==> src/rtl/data_deserializer.sv <==
// Serial frame deserializer: start/channel/16 data bits MSB first/stop, into a 4-entry FIFO.
// Optional saturating error counter on the err_count port when DESER_ERR_CNT_EN is defined.
//
// state   | meaning
// IDLE    | waiting for a start bit (in_bit=1)
// CHANNEL | sampling the channel tag bit
// DATA    | shifting in 16 data bits, MSB first
// STOP    | checking the stop bit (0 = good frame)
// RESYNC  | after a bad stop bit, waiting for the line to go low
module data_deserializer (
    input  logic        clk,
    input  logic        reset,
    input  logic        in_bit,
    output logic [15:0] out_data,
    output logic        out_channel,
    output logic        out_valid,
    input  logic        out_ready,
    output logic        frame_error,
    output logic        overflow
`ifdef DESER_ERR_CNT_EN
    ,
    output logic [15:0] err_count
`endif
);

    typedef enum logic [2:0] {
        IDLE    = 3'd0,
        CHANNEL = 3'd1,
        DATA    = 3'd2,
        STOP    = 3'd3,
        RESYNC  = 3'd4
    } state_t;

    state_t      state;
    logic [15:0] shift;
    logic        channel;
    logic [3:0]  bit_idx;

    logic [16:0] mem [4];
    logic [1:0]  wr_ptr;
    logic [1:0]  rd_ptr;
    logic [2:0]  count;

    logic push_req;
    logic push;
    logic pop;

    // A full FIFO still accepts a word when the head is popped on the same edge.
    assign push_req    = (state == STOP) && !in_bit;
    assign pop         = out_ready && (count != 3'd0);
    assign push        = push_req && ((count != 3'd4) || pop);

    assign out_valid   = (count != 3'd0);
    assign out_data    = mem[rd_ptr][15:0];
    assign out_channel = mem[rd_ptr][16];

    always_ff @(posedge clk) begin
        if (reset) begin
            state       <= IDLE;
            shift       <= 16'd0;
            channel     <= 1'b0;
            bit_idx     <= 4'd0;
            frame_error <= 1'b0;
            overflow    <= 1'b0;
        end else begin
            frame_error <= 1'b0;
            overflow    <= 1'b0;
            case (state)
                IDLE: begin
                    if (in_bit)
                        state <= CHANNEL;
                end
                CHANNEL: begin
                    channel <= in_bit;
                    bit_idx <= 4'd15;
                    state   <= DATA;
                end
                DATA: begin
                    shift[bit_idx] <= in_bit;
                    bit_idx        <= bit_idx - 4'd1;
                    if (bit_idx == 4'd0)
                        state <= STOP;
                end
                STOP: begin
                    if (in_bit) begin
                        frame_error <= 1'b1;
                        state       <= RESYNC;
                    end else begin
                        overflow <= !push;
                        state    <= IDLE;
                    end
                end
                RESYNC: begin
                    if (!in_bit)
                        state <= IDLE;
                end
                default: state <= IDLE;
            endcase
        end
    end

    always_ff @(posedge clk) begin
        if (reset) begin
            wr_ptr <= 2'd0;
            rd_ptr <= 2'd0;
            count  <= 3'd0;
            for (int i = 0; i < 4; i++)
                mem[i] <= 17'd0;
        end else begin
            if (push) begin
                mem[wr_ptr] <= {channel, shift};
                wr_ptr      <= wr_ptr + 2'd1;
            end
            if (pop)
                rd_ptr <= rd_ptr + 2'd1;
            case ({push, pop})
                2'b10:   count <= count + 3'd1;
                2'b01:   count <= count - 3'd1;
                default: count <= count;
            endcase
        end
    end

`ifdef DESER_ERR_CNT_EN
    always_ff @(posedge clk) begin
        if (reset)
            err_count <= 16'd0;
        else if ((frame_error || overflow) && (err_count != 16'hFFFF))
            err_count <= err_count + 16'd1;
    end
`endif

endmodule

==> config.mk <==
export PLATFORM = sky130hd
export DESIGN_NAME = data_deserializer
export DESIGN_NICKNAME = d
export VERILOG_FILES = /design/src/rtl/data_deserializer.sv
export SDC_FILE = /design/constraint.sdc
export NUM_CORES = 1
export LEC_CHECK = 0
export ABC_AREA = 1
export BUFFER_PORTS_ARGS = -buffer_cell sky130_fd_sc_hd__buf_2
export CORE_MARGIN = 4
export CORE_UTILIZATION = 50
export CTS_CLUSTER_SIZE = 24
export DETAILED_ROUTE_END_ITERATION = 10
export PLACE_DENSITY = 0.7
export SLEW_MARGIN = 15
export SYNTH_ARGS = -nofsm -noshare
export SYNTH_HDL_FRONTEND = slang
export SYNTH_SLANG_ARGS = --single-unit
==> constraint.sdc <==
create_clock -name clk -period 3.3 [get_ports clk]
set_input_delay 0.33 -clock clk [delete_from_list [all_inputs] [get_ports clk]]
set_output_delay 0.33 -clock clk [all_outputs]
set_load 0.01 [all_outputs]
Yosys cells after proc, flatten, opt, wreduce, memory -nomap -nowiden:

Memories as Yosys holds them, arrays and structs flattened. A register that Yosys moved wholly into a read port is not among the register bits.
Index checks and enable logic that the tools add are counted.

* add/sub/neg operators: 5
* multipliers: 0
* div/mod/pow operators: 0
* $lt $le $gt $ge: 2
* equality and inequality tests: 10
* shifts and indexed selects: 0
* multiplexer cells: 21
* bitwise operators: 1
* reduce and logical (&&, ||, !) cells: 16

Operators by type and width (number)
* 17-bit two-way mux: 1
* 17-bit OR reduction: 1
* 16-bit bitwise mux: 1
* 3-bit case mux with 5 select lines: 1
* 3-bit two-way mux: 4
* 1-bit two-way mux: 8
* 4-bit case mux with 2 select lines: 1
* 3-bit by 2-bit == test with 1-bit output (second input constant): 2
* 2-bit two-way mux: 3
* 2-bit inequality test (second input constant): 3
* 3-bit case mux with 2 select lines: 1
* 4-bit by 5-bit < comparator with 1-bit output (second input constant): 1
* 2-bit by 1-bit adder with 2-bit output (second input constant): 2
* 1-bit demux with 4-bit select: 1
* 4-bit by 1-bit greater-or-equal comparator with 1-bit output (second input constant): 1
* 1-bit logical AND: 4
* 4-bit logical NOT: 1
* 2-bit nonzero test: 2
* 4-bit by 1-bit subtractor with 4-bit output (second input constant): 1
* 3-bit by 1-bit adder with 3-bit output (second input constant): 1
* 3-bit by 1-bit == test with 1-bit output (second input constant): 1
* 3-bit == test (second input constant): 1
* 3-bit logical NOT: 1
* 3-bit inequality test (second input constant): 1
* 10 further kinds: 11

* flip-flop bits (word level): 33
* latch bits: 0
* memory bits (writable): 68
* bits in read-only memories: 0
* memories kept: 1

Memory list
* mem: depth 4, bits a word 17, read ports 1, clocked after Yosys merged registers in 1, write ports 4, RTL line 39 `logic [16:0] mem [4];`

Depth between registers and ports, before layout:

* depth after elaboration: 9
* mapped depth: 12

Least setup slack after synthesis:

Ideal clock, no wire load.

* path kind: in2reg
* start: input in_bit
* end: memory mem[3][0] (enable)
* arrival time: 2146 ps
* required time: 2882 ps
* setup slack: 736 ps
* stages on the path: 6
* path through: buf_6 -> clkinv_4 -> nand2_2 -> nor2_4 -> nand2_4 -> o31ai_1

RTL lines
* from (decl): RTL line 13 `input logic in_bit,`
* to (decl): RTL line 39

==> impl_metrics.ini <==
[timing]
fmax_ghz = 0.4119
tns_ns = 0
worst_slew_pin_slew_ns = 0.9917
period_share_pct = 73.56
hold_viol_final = 0
grt_setup_unrepaired = false
setup_violations = 0
max-slew-margin-rel_pct = 33.81
fin_crit_ns = 2.428
final_max_slew_viol_count = 0
skew_ns = 0.01147

[clock_tree]
cts_hold_buf = 0
h-tree-depth = 3
cts_resized = 0
clock-sinks = 103
insertion_delay_ns = 0.36
numCtsBuffers = 9
cts-root-buf = clkbuf_8
post-cts-setup-buffers = 0
tritoncts = yes
clk_pin_slew_ns = 0.09
clock_path_buffers = 2

[run]
maxCapViolations = 0

[yosys]
synthXorXnorAreaFrac_pct = 0
ys_warn_count = 0
synth_cells = 468
syn_area_per_cell_sq_um = 9.702
synth.cell_area_sq_mm = 0.004541
ys_seq_elements = 103
synth_top_family_by_area = simple AND/OR/NAND/NOR gates
yosysUniqueCellTypes = 30
synth-compound-area-share_pct = 12.62
synth_simple_gate_area_share_pct = 18.13
ys_seq_area_share_pct = 60.40
synth.mux.area_fraction_pct = 0
synthAdderAreaFrac_pct = 1.819
syn-num-nets = 478

[placed_design]
place.gp.congestion = 0.8507
io_buffers = 23
placed_area_sq_mm = 0.004733
dpl.hpwl_mm = 5.984

[worst_setup_path]
cp.arrival_ns = 2.42
r2r_start = state[2]$_SDFFE_PP0P_
worstSetupPathType = reg2reg
timing.rr.end = mem[0][3]$_SDFFCE_PN0P_
critPathLaunchType = flip-flop
r2r.worst_path.cells = 7
crit_start = state[2]$_SDFFE_PP0P_
cp-end-kind = flip-flop
required_ns = 3.30
critPathMaxFanout = 18
worstSetupEndpoint = mem[0][3]$_SDFFCE_PN0P_
ff2ff_setup_slack_ns = 0.87

[power]
combPwrFrac_pct = 25.7
p_per_area_mw_per_mm2 = 609.1
p_sw_share_pct = 33.54
leakagePower_uw = 0.001876
intPower_uw = 1986
p_seq_share_pct = 50.6
pwr-share-clk_pct = 23.7
switchingPower_uw = 1002
power_uw = 2989
ir_drop_v = 0.0003283

[routing]
wl_per_cell_um = 15.22
ant_nets = 0
routed_wl_mm = 9.132
num_vias = 3193
vias_per_cell = 5.322
drt_iter0_markers = 190
dr.pass1.iters = 4
drc_errors = 0

[cells_and_area]
drive_gt1_share_pct = 13.01
diodes = 0
area_growth_syn_to_layout_pct = 8.074
fillers = 784
num-nets-final = 497
design_area_sq_mm = 0.004907

[global_routing]
grt_max_degree = 35
grt_pass1_wl_mm = 15.08
grt_overflow = 0
antenna_found_initial = 0
gr-usage-all-layers_pct = 18.57
grt_pass1_vias = 3067

[min_path]
hp-class = in2reg

[status]
outcome = complete, no violations

[floorplan]
num_rows = 34
die_w_um = 103.3
ios = 24
core_sq_mm = 0.008763
dieArea_sq_mm = 0.01067
start_util_pct = 51.81
fp.dieH_um = 103.3
## cells in the final DEF, fill, tap and decap left out, types with 2 or more instances in the layout
| master | netlist | layout |
|---|---|---|
| inv_1 | 52 | 52 |
| clkinv_1 | 2 | 3 |
| inv_2 | 2 | 2 |
| o22ai_1 | 17 | 17 |
| buf_4 | 0 | 5 |
| o21ai_1 | 0 | 2 |
| clkinvlp_4 | 0 | 3 |
| buf_2 | 2 | 23 |
| nand4_1 | 3 | 3 |
| nand2_2 | 4 | 4 |
| dfxtp_1 | 35 | 35 |
| nor2_4 | 10 | 10 |
| nand2_1 | 28 | 28 |
| nand3_1 | 20 | 20 |
| clkinv_4 | 1 | 2 |
| nor3_1 | 11 | 11 |
| a21oi_1 | 26 | 26 |
| edfxtp_1 | 68 | 68 |
| o21ai_0 | 63 | 61 |
| clkbuf_8 | 0 | 9 |
| ha_1 | 5 | 5 |
| nor2_1 | 92 | 92 |
## layout make-up
class / count / area [sq um] / area share (%)
Clock buffer: 10 / 127.6 / 2.601
Clock inverter: 6 / 46.29 / 0.9434
Inverter: 57 / 219.0 / 4.462
Multi-Input combinational cell: 288 / 1484 / 30.24
Sequential cell: 103 / 2743 / 55.89
Tap cell: 108 / 135.1 / 2.754
Timing Repair Buffer: 28 / 152.6 / 3.111
## how the worst min path moves through the flow
stage | start | to | slack [ns] | depth (start not counted)
floorplan | rd_ptr[1]$_SDFFE_PP0P_ | flip-flop | 0.44 | 2
finish | reset | frame_error$_SDFF_PP0_ | 0.38 | 2
global route | in_bit | shift[6]$_SDFFE_PP0P_ | 0.39 | 3
CTS | in_bit | shift[1]$_SDFFE_PP0P_ | 0.35 | 3
global placement | rd_ptr[0]$_SDFFE_PP0P_ | rd_ptr[0]$_SDFFE_PP0P_ | 0.45 | 1
detailed placement | rd_ptr[1]$_SDFFE_PP0P_ | flip-flop | 0.46 | 2
## through the flow
step | std cells | util [%] | hold slack, ns | setup slack, ns
after floorplan | 468 | - | 0.4363 | 0.7364
after global placement | 584 | 54.01 | 0.4541 | 0.7834
after detailed placement | 584 | 54.01 | 0.4639 | 0.7130
after CTS | 600 | 56.00 | 0.3529 | 0.8702
after global routing | 600 | 56.00 | 0.3868 | 0.6352
final | 600 | 56.00 | 0.3786 | 0.8725
## metal layers
metal / wire, um / global-route usage [%] / up-vias
met1: 4232 / 24.99 / 1486
met3: 458 / 4.427 / 10
met2: 4352 / 30.59 / 75
met4: 88 / 4.582 / 0
met5: 0 / 0 / -
li1: - / - / 1622
## cell families after synthesis
group	count (synthesis)
fa+ha+maj	6
buf+inv	77
flops	103
compound gates	109
simple gates	173
## Yosys cell counts, drive strengths merged
library cell	instances	area (sq um)
a211oi	1	7.510
a21oi	26	130.1
a31oi	1	6.260
buf	7	51.30
clkbuf	13	48.80
clkinv	3	16.27
dfxtp	35	700.7
edfxtp	68	2042
fa	1	20.02
ha	5	62.56
inv	54	202.7
nand2	33	141.4
nand3	21	117.6
nand4	3	18.77
nor2	103	478.0
nor3	11	55.05
nor4	1	6.260
o21ai	63	315.3
o22ai	17	106.4
o31ai	1	7.510
or2	1	6.260
## flip-flops by register name (all words and copies together), names as in the netlist, named ones only
register     count
bit_idx          4
channel          1
count            3
frame_error      1
mem             68
overflow         1
rd_ptr           2
shift           16
state            3
wr_ptr           2
## power by group through the flow
| stage | sequential [uW] | clock, uW | combinational, uW |
|---|---|---|---|
| after global placement | 1540 | 0 | 758 |
| after CTS | 1510 | 727 | 780 |
| final | 1510 | 710 | 768 |
| after global routing | 1530 | 789 | 873 |
| after floorplan | 1520 | 0 | 551 |
| after detailed placement | 1540 | 0 | 777 |
## critical path: stages (launching register included)
cell	delay, ns
dfxtp_1	0.35
inv_2	0.09
nand2_1	0.09
nor2_4	0.18
nand2_4	0.12
nor2_8	0.25
nand3_4	0.36
nand2_1	0.63
Note: power is estimated with default switching activity, not from simulation.
